--- config.mk ---
export PLATFORM = sky130hd
export DESIGN_NAME = seg7_scan_driver
export DESIGN_NICKNAME = d
export VERILOG_FILES = /design/src/rtl/seg7_scan_driver.sv
export SDC_FILE = /design/constraint.sdc
export NUM_CORES = 1
export LEC_CHECK = 0
export CORE_MARGIN = 2
export CORE_UTILIZATION = 33
export CTS_CLUSTER_SIZE = 30
export DETAILED_ROUTE_END_ITERATION = 7
export PLACE_DENSITY = 0.54
export SLEW_MARGIN = 20
export SYNTH_ARGS = -nofsm -noshare
export SYNTH_HDL_FRONTEND = slang
export SYNTH_SLANG_ARGS = --single-unit
--- constraint.sdc ---
create_clock -name clk -period 6.35 [get_ports clk]
set_clock_uncertainty 0.05 [all_clocks]
set_input_delay 1.5875 -clock clk [delete_from_list [all_inputs] [get_ports clk]]
set_output_delay 1.5875 -clock clk [all_outputs]
set_load 0.01 [all_outputs]
--- src/rtl/seg7_scan_driver.sv ---
// Scanned drive for a 4-digit common-anode seven-segment display.
// Values are double-buffered and swapped only at frame boundaries. Supports leading-zero blanking.
module seg7_scan_driver #(
  parameter int CRYSTAL      = 50,
  parameter int REFRESH_HZ   = 1000,
  parameter int DIG_PERIOD   = CRYSTAL * 1_000_000 / REFRESH_HZ,
  parameter int BLANK_CYCLES = 64,
  parameter int PW           = 16
) (
  input  logic        clk,
  input  logic        arst,
  input  logic [15:0] value_in,
  input  logic [3:0]  dp_in,
  input  logic        load,
  input  logic [3:0]  digit_en,
  input  logic        lzb,
  output logic [6:0]  seg,
  output logic        dp,
  output logic [3:0]  an,
  output logic        frame_tick,
  output logic        pending
);

  logic [PW-1:0] p_q, p_d;
  logic [1:0]    idx_q, idx_d;
  logic [15:0]   pend_val_q, pend_val_d, disp_val_q, disp_val_d;
  logic [3:0]    pend_dp_q, pend_dp_d, disp_dp_q, disp_dp_d;
  logic          pending_q, pending_d;
  logic [6:0]    seg_q, seg_d;
  logic          dp_q, dp_d;
  logic [3:0]    an_q, an_d;
  logic          ft_q, ft_d;

  logic          wrap, boundary, blanked, dp_bit;
  logic [3:0]    nib, lz;

  function automatic logic [6:0] decode(input logic [3:0] n);
    case (n)
      4'h0: decode = 7'b1000000;
      4'h1: decode = 7'b1111001;
      4'h2: decode = 7'b0100100;
      4'h3: decode = 7'b0110000;
      4'h4: decode = 7'b0011001;
      4'h5: decode = 7'b0010010;
      4'h6: decode = 7'b0000010;
      4'h7: decode = 7'b1111000;
      4'h8: decode = 7'b0000000;
      4'h9: decode = 7'b0010000;
      4'hA: decode = 7'b0001000;
      4'hB: decode = 7'b0000011;
      4'hC: decode = 7'b1000110;
      4'hD: decode = 7'b0100001;
      4'hE: decode = 7'b0000110;
      default: decode = 7'b0001110;
    endcase
  endfunction

  always_comb begin
    wrap     = (p_q == PW'(DIG_PERIOD - 1));
    boundary = wrap && (idx_q == 2'd3);
    p_d      = wrap ? '0 : p_q + 1'b1;
    idx_d    = wrap ? idx_q + 2'd1 : idx_q;

    // A load coinciding with a boundary wins pending; the copy uses the old buffer.
    pend_val_d = load ? value_in : pend_val_q;
    pend_dp_d  = load ? dp_in : pend_dp_q;
    pending_d  = load ? 1'b1 : (boundary ? 1'b0 : pending_q);
    disp_val_d = (boundary && pending_q) ? pend_val_q : disp_val_q;
    disp_dp_d  = (boundary && pending_q) ? pend_dp_q : disp_dp_q;

    lz[3] = (disp_val_q[15:12] == 4'h0);
    lz[2] = lz[3] && (disp_val_q[11:8] == 4'h0);
    lz[1] = lz[2] && (disp_val_q[7:4] == 4'h0);
    lz[0] = 1'b0;

    nib     = disp_val_q[{idx_d, 2'b00} +: 4];
    dp_bit  = disp_dp_q[idx_d];
    blanked = lzb && lz[idx_d];

    // Outputs are built from next-state p/idx so the register matches the counter.
    seg_d = '1;
    dp_d  = 1'b1;
    an_d  = '1;
    if (p_d >= PW'(BLANK_CYCLES)) begin
      seg_d = blanked ? 7'b1111111 : decode(nib);
      dp_d  = ~dp_bit;
      if (digit_en[idx_d] && (!blanked || dp_bit))
        an_d[idx_d] = 1'b0;
    end
    ft_d = boundary;
  end

  always_ff @(posedge clk or posedge arst) begin
    if (arst) begin
      p_q        <= '0;
      idx_q      <= '0;
      pend_val_q <= '0;
      pend_dp_q  <= '0;
      disp_val_q <= '0;
      disp_dp_q  <= '0;
      pending_q  <= 1'b0;
      seg_q      <= '1;
      dp_q       <= 1'b1;
      an_q       <= '1;
      ft_q       <= 1'b0;
    end else begin
      p_q        <= p_d;
      idx_q      <= idx_d;
      pend_val_q <= pend_val_d;
      pend_dp_q  <= pend_dp_d;
      disp_val_q <= disp_val_d;
      disp_dp_q  <= disp_dp_d;
      pending_q  <= pending_d;
      seg_q      <= seg_d;
      dp_q       <= dp_d;
      an_q       <= an_d;
      ft_q       <= ft_d;
    end
  end

  assign seg        = seg_q;
  assign dp         = dp_q;
  assign an         = an_q;
  assign frame_tick = ft_q;
  assign pending    = pending_q;

endmodule
# --- After elaboration in Yosys (flattened, before gate mapping) ---
# Memories as Yosys holds them, arrays and structs flattened.
# Index checks and enable logic that the tools add are counted.
# W data, S select, Z words.
classes:
  n_addsub: 2
  multipliers: 0
  n_div: 0
  order_cmp: 3
  n_eq_ne: 2
  n_shift: 1
  mux: 17
  bitwise: 2
  n_reduce_logical: 13
op_table:
  columns: ["operator", "count"]
  rows:
  - ["$add A16 B1 Y16 const B", 1]
  - ["$eq A16 B16 Y1 const B", 1]
  - ["$ge A16 B7 Y1 const B", 1]
  - ["$mux W16", 1]
  - ["$shiftx A16 B5 Y4", 1]
  - ["$mux W7", 2]
  - ["$logic_not A4 Y1", 3]
  - ["$mux W4", 2]
  - ["$logic_and A1 B1 Y1", 7]
  - ["$mux W1", 7]
  - ["$bmux W1 S2", 3]
  - ["$not A4 Y4", 1]
  - ["$lt A2 B3 Y1 const B", 1]
  - ["$add A2 B1 Y2 const B", 1]
  - ["$demux W1 S2", 1]
  - ["$eq A2 B2 Y1 const B", 1]
  - ["$ge A2 B1 Y1 const B", 1]
  - ["$mux W2", 1]
  - ["$reduce_bool A2 Y1", 1]
  - ["$logic_not A1 Y1", 1]
  - ["$logic_or A1 B1 Y1", 1]
  - ["$not A1 Y1", 1]
totals:
  reg_bits: 72
  latchBits: 0
  ram_bits: 0
  mem_bits_ro: 112
  inputBits: 28
  output_inout_bits: 14
  wordCells: 52
  mem_count: 1
mem_list:
  columns: ["name", "words", "word_bits", "rd", "rd_ports_with_merged_regs", "wr", "line", "rtl"]
  rows:
  - ["(no name shown)", 16, 7, 1, 0, 0, "38", "case (n)"]

# --- Longest topological paths before layout ---
depth:
  depth_word: 11
  ltp_mapped: 14
  depth_no_buf: 13

# --- Least setup slack after synthesis ---
# OpenSTA, ideal clock, no wires.
synth_path:
  path_kind: "reg-to-reg"
  from: "register p_q[10]"
  to: "register seg_q[3] (netlist: seg[3])"
  setup_ps: 87
  arrival_ps: 3004
  required_ps: 6213
  setup_slack_ps: 3210
  path_stages_with_launch: 11
  n_path_buf: 1
  synth_period_minus_slack_ps: 3140
  cell_sequence: "dfrtp_1 buf_2 or4b_4 nor4_4 mux2_2 o2111ai_1 inv_1 ha_1 mux2_4 mux2i_1 nand2_1"
synth_via:
  elab_chain_len: 7
  word_cells_on_any_way: 12
  classes_between: "1 x add/sub; 1 x order compare; 1 x eq/ne; 1 x shift; 6 x mux; 1 x reduce/logical; 1 x memory"
synth_rtl:
  columns: ["item", "line", "rtl"]
  rows:
  - ["start: declaration", "24", "logic [PW-1:0] p_q, p_d;"]
  - ["start signal: assignment", "107", "p_q <= p_d;"]
  - ["branches (longest 6 deep; another with $add A16 B1 Y16)", null, null]
  - ["$mux W7 *", "84", "if (p_d >= PW'(BLANK_CYCLES)) begin"]
  - ["net seg_d[3]", "29", "logic [6:0] seg_q, seg_d;"]
  - ["end signal: assignment", "114", "seg_q <= seg_d;"]
  - ["end: declaration", "29", null]
# Mark *: on every way through the listed nets, which the timed path passes. The select of a mux whose other input is x is not followed.
# A chain may end at the register's enable or synchronous reset.

# --- Final worst setup path ---
layout_path:
  from: "register p_q[7]"
  to: "register seg_q[0] (netlist: seg[0])"
# The elaborated chain is that of the path after synthesis.

==> results.sh <==
export IMPL_maxCapViolCount=0
export IMPL_rsz0062_at_grt="no"
export IMPL_globalRouteTotalUtil_pct=12.93
export IMPL_synth_ff_latch_count=72
export IMPL_die_y_um=108.7
export IMPL_die_w_um=108.7
export IMPL_yosysUniqueCellTypes=60
export IMPL_clkTransAtPathRegs_ns=0.08
export IMPL_syn_avg_cell_area_um2=11.64
export IMPL_p_leak_nw=1.930
export IMPL_grt_max_degree=73
export IMPL_dpl_hpwl_um=4939
export IMPL_tns_ns=0
export IMPL_synth_nets=347
export IMPL_syn2layout_area_growth_pct=18.94
export IMPL_grt_pass1_wl_um=11900
export IMPL_drt_wl_total_um=6951
export IMPL_hp_start="p_q[0]$_DFF_PP0_"
export IMPL_swShare_pct=22.89
export IMPL_diodes=0
export IMPL_ios=42
export IMPL_coreArea_um2=10790
export IMPL_finalHoldViolCount=0
export IMPL_worstSetupEndpointType="flip-flop"
export IMPL_synth_edf_count=0
export IMPL_synth_largest_area_cell="dfrtp_1"
export IMPL_postCtsResizedCells=0
export IMPL_reg2reg_from="p_q[7]$_DFF_PP0_"
export IMPL_worstSetupPathType="flip-flop to flip-flop"
export IMPL_report_final_slew_viol_count=0
export IMPL_cp_arrival_ns=3.75
export IMPL_synth_top_area_share_pct=41.48
export IMPL_drt_iter0_drc=92
export IMPL_required_ns=6.57
export IMPL_r2r_cells=8
export IMPL_fmax_mhz=282.9
export IMPL_crit_slowest_cell="o2111ai_1"
export IMPL_synth_area_leaders="dfrtp_1, mux2_2, dfstp_2"
export IMPL_ant_nets=0
export IMPL_grt_pass1_vias=2473
export IMPL_period_needed_ns=3.535
export IMPL_setup_viol=0
export IMPL_powerDensity_nw_per_um2=192.8
export IMPL_die_area_um2=11820
export IMPL_yosysWarningCount=0
export IMPL_grt_overflow=0
export IMPL_drive_above_1_share_pct=23.03
export IMPL_final_instance_count_excl_fill=496
export IMPL_nets=387
export IMPL_wl_per_cell_um=14.01
export IMPL_numCtsBuffers=9
export IMPL_cts_tree="built"
export IMPL_synthFlopType="dfrtp_1"
export IMPL_clockBufferDepth=2
export IMPL_endpoint="seg[0]$_DFF_PP1_"
export IMPL_postCtsSetupBuffers=0
export IMPL_holdWs_ns=0.4309
export IMPL_htree_levels=3
export IMPL_antenna_found_initial=0
export IMPL_gp_congestion=0.8736
export IMPL_syn_area_um2=3620
export IMPL_ir_drop_uv=115.2
export IMPL_dr_pass1_iters=4
export IMPL_drc_errors=0
export IMPL_synthArstFlopShare_pct=100.0
export IMPL_nFillCells=1061
export IMPL_synth_seq_area_share_pct=50.19
export IMPL_worst_path_max_fanout=17
export IMPL_status="finished clean"
export IMPL_crit_chain="or4b_4 -> nor4_4 -> buf_4 -> mux2_2 -> o2111ai_1 -> and2b_4 -> a22o_1 -> o21ai_1"
export IMPL_critPathMaxStageDelay_ns=0.83
export IMPL_clockPowerShare_pct=37.3
export IMPL_cellInternalPower_mw=0.6399
export IMPL_numPortBuffers=41
export IMPL_relSlewSlack_pct=31.53
export IMPL_reg2reg_to="seg[0]$_DFF_PP1_"
export IMPL_cts_hold_buf=0
export IMPL_syn_inst=311
export IMPL_switchingPower_mw=0.1899
export IMPL_startpoint="p_q[7]$_DFF_PP0_"
export IMPL_worst_pin_slew_ns=1.026
export IMPL_hp_class="flip-flop to flip-flop"
export IMPL_final_cell_mix="dfrtp_1, mux2_2, clkdlybuf4s50_1"
export IMPL_start_kind="flip-flop"
export IMPL_period_share_pct=55.67
export IMPL_seqCellArea_um2=1817
export IMPL_multi_input_area_um2=1688
export IMPL_clk_insertion_delay_late_ns=0.34
export IMPL_ff2ff_setup_slack_ns=2.81
export IMPL_vias=2433
export IMPL_start_util_pct=33.54
export IMPL_via_per_inst=4.905
export IMPL_cts_root_buffer="clkbuf_8"
export IMPL_clock_sinks=72
export IMPL_seqPwrFrac_pct=57.6
export IMPL_pwr_share_comb_pct=5.1
export IMPL_place_inst=480
export IMPL_final_common_cell="dfrtp_1"
export IMPL_rows=38
-- cells by family after synthesis --
logic type | synth area share (%)
buffers and inverters | 3.180
DFF | 50.19
AOI/OAI and AO/OA | 6.118
muxes | 18.91
adders and majority gates | 2.765
xor gates and xnor gates | 3.630
and+or+nand+nor | 15.21
-- worst max-delay path, delay by kind of cell (launching register included) --
kind                   cells  cell delay, ns
flip-flops                 1            0.50
multiplexers               1            0.40
AO/OA/AOI/OAI              3            1.21
AND/OR/NAND/NOR            3            1.02
buffers and inverters      1            0.28
-- synth_stat cells, types with 3 or more instances --
cell type,count
o21ai_1,3
ha_1,8
buf_6,3
o2111ai_1,3
nor2_1,35
nand2_1,18
dfstp_2,12
inv_1,8
nand2b_1,5
xnor2_1,3
nand3_1,14
or4_1,3
mux2_2,43
clkbuf_1,7
dfrtp_1,60
mux2i_1,14
xor2_1,12
-- metrics by stage --
stage	setup slack (ns)	instance area, um^2	power, mW	utilization [%]
floorplan	2.907	3620	0.5065	-
global placement	2.903	4139	0.5297	38.35
detailed placement	2.860	4139	0.5313	38.35
CTS	2.798	4305	0.8472	39.89
global route	2.577	4305	0.8727	39.89
finish	2.815	4305	0.8299	39.89
-- layer usage --
layer	vias up	routed length [um]	track usage, %
met4	0	51	4.396
met5	-	0	0
li1	1186	-	-
met2	42	3468	21.52
met1	1201	3197	16.36
met3	4	233	3.347
-- how the worst min path moves through the flow --
stage | to | slack [ns] | cells after the start
after floorplan | p_q[0]$_DFF_PP0_ | 0.38 | 1
after global placement | p_q[0]$_DFF_PP0_ | 0.41 | 1
after detailed placement | p_q[0]$_DFF_PP0_ | 0.41 | 1
after CTS | p_q[0]$_DFF_PP0_ | 0.42 | 1
after global routing | p_q[0]$_DFF_PP0_ | 0.45 | 1
final | p_q[0]$_DFF_PP0_ | 0.43 | 1
-- registers in the layout, summed over array words and instances, names as in the netlist --
name        flops
pending         1
dp              1
seg             7
pend_dp_q       4
an              4
frame_tick      1
disp_val_q     16
pend_val_q     16
disp_dp_q       4
p_q            16
idx_q           2
-- power by group through the flow --
stage | combinational (mW) | sequential, mW | clock [mW]
6_report | 0.0427 | 0.478 | 0.309
5_1_grt | 0.0482 | 0.480 | 0.345
4_1_cts | 0.0446 | 0.478 | 0.325
3_5_place_dp | 0.0445 | 0.487 | 0
3_3_place_gp | 0.0431 | 0.487 | 0
2_1_floorplan | 0.0225 | 0.484 | 0
-- area by class of cell --
type / instances / share of cell area (%)
clock buffers: 11 / 3.051
multi-input cells: 216 / 39.20
well taps: 140 / 4.069
flip-flops and latches: 72 / 42.20
inverters: 9 / 0.7847
clock inverters: 5 / 0.8137
repair buffers: 43 / 9.881
(Power assumes the default switching activity.)
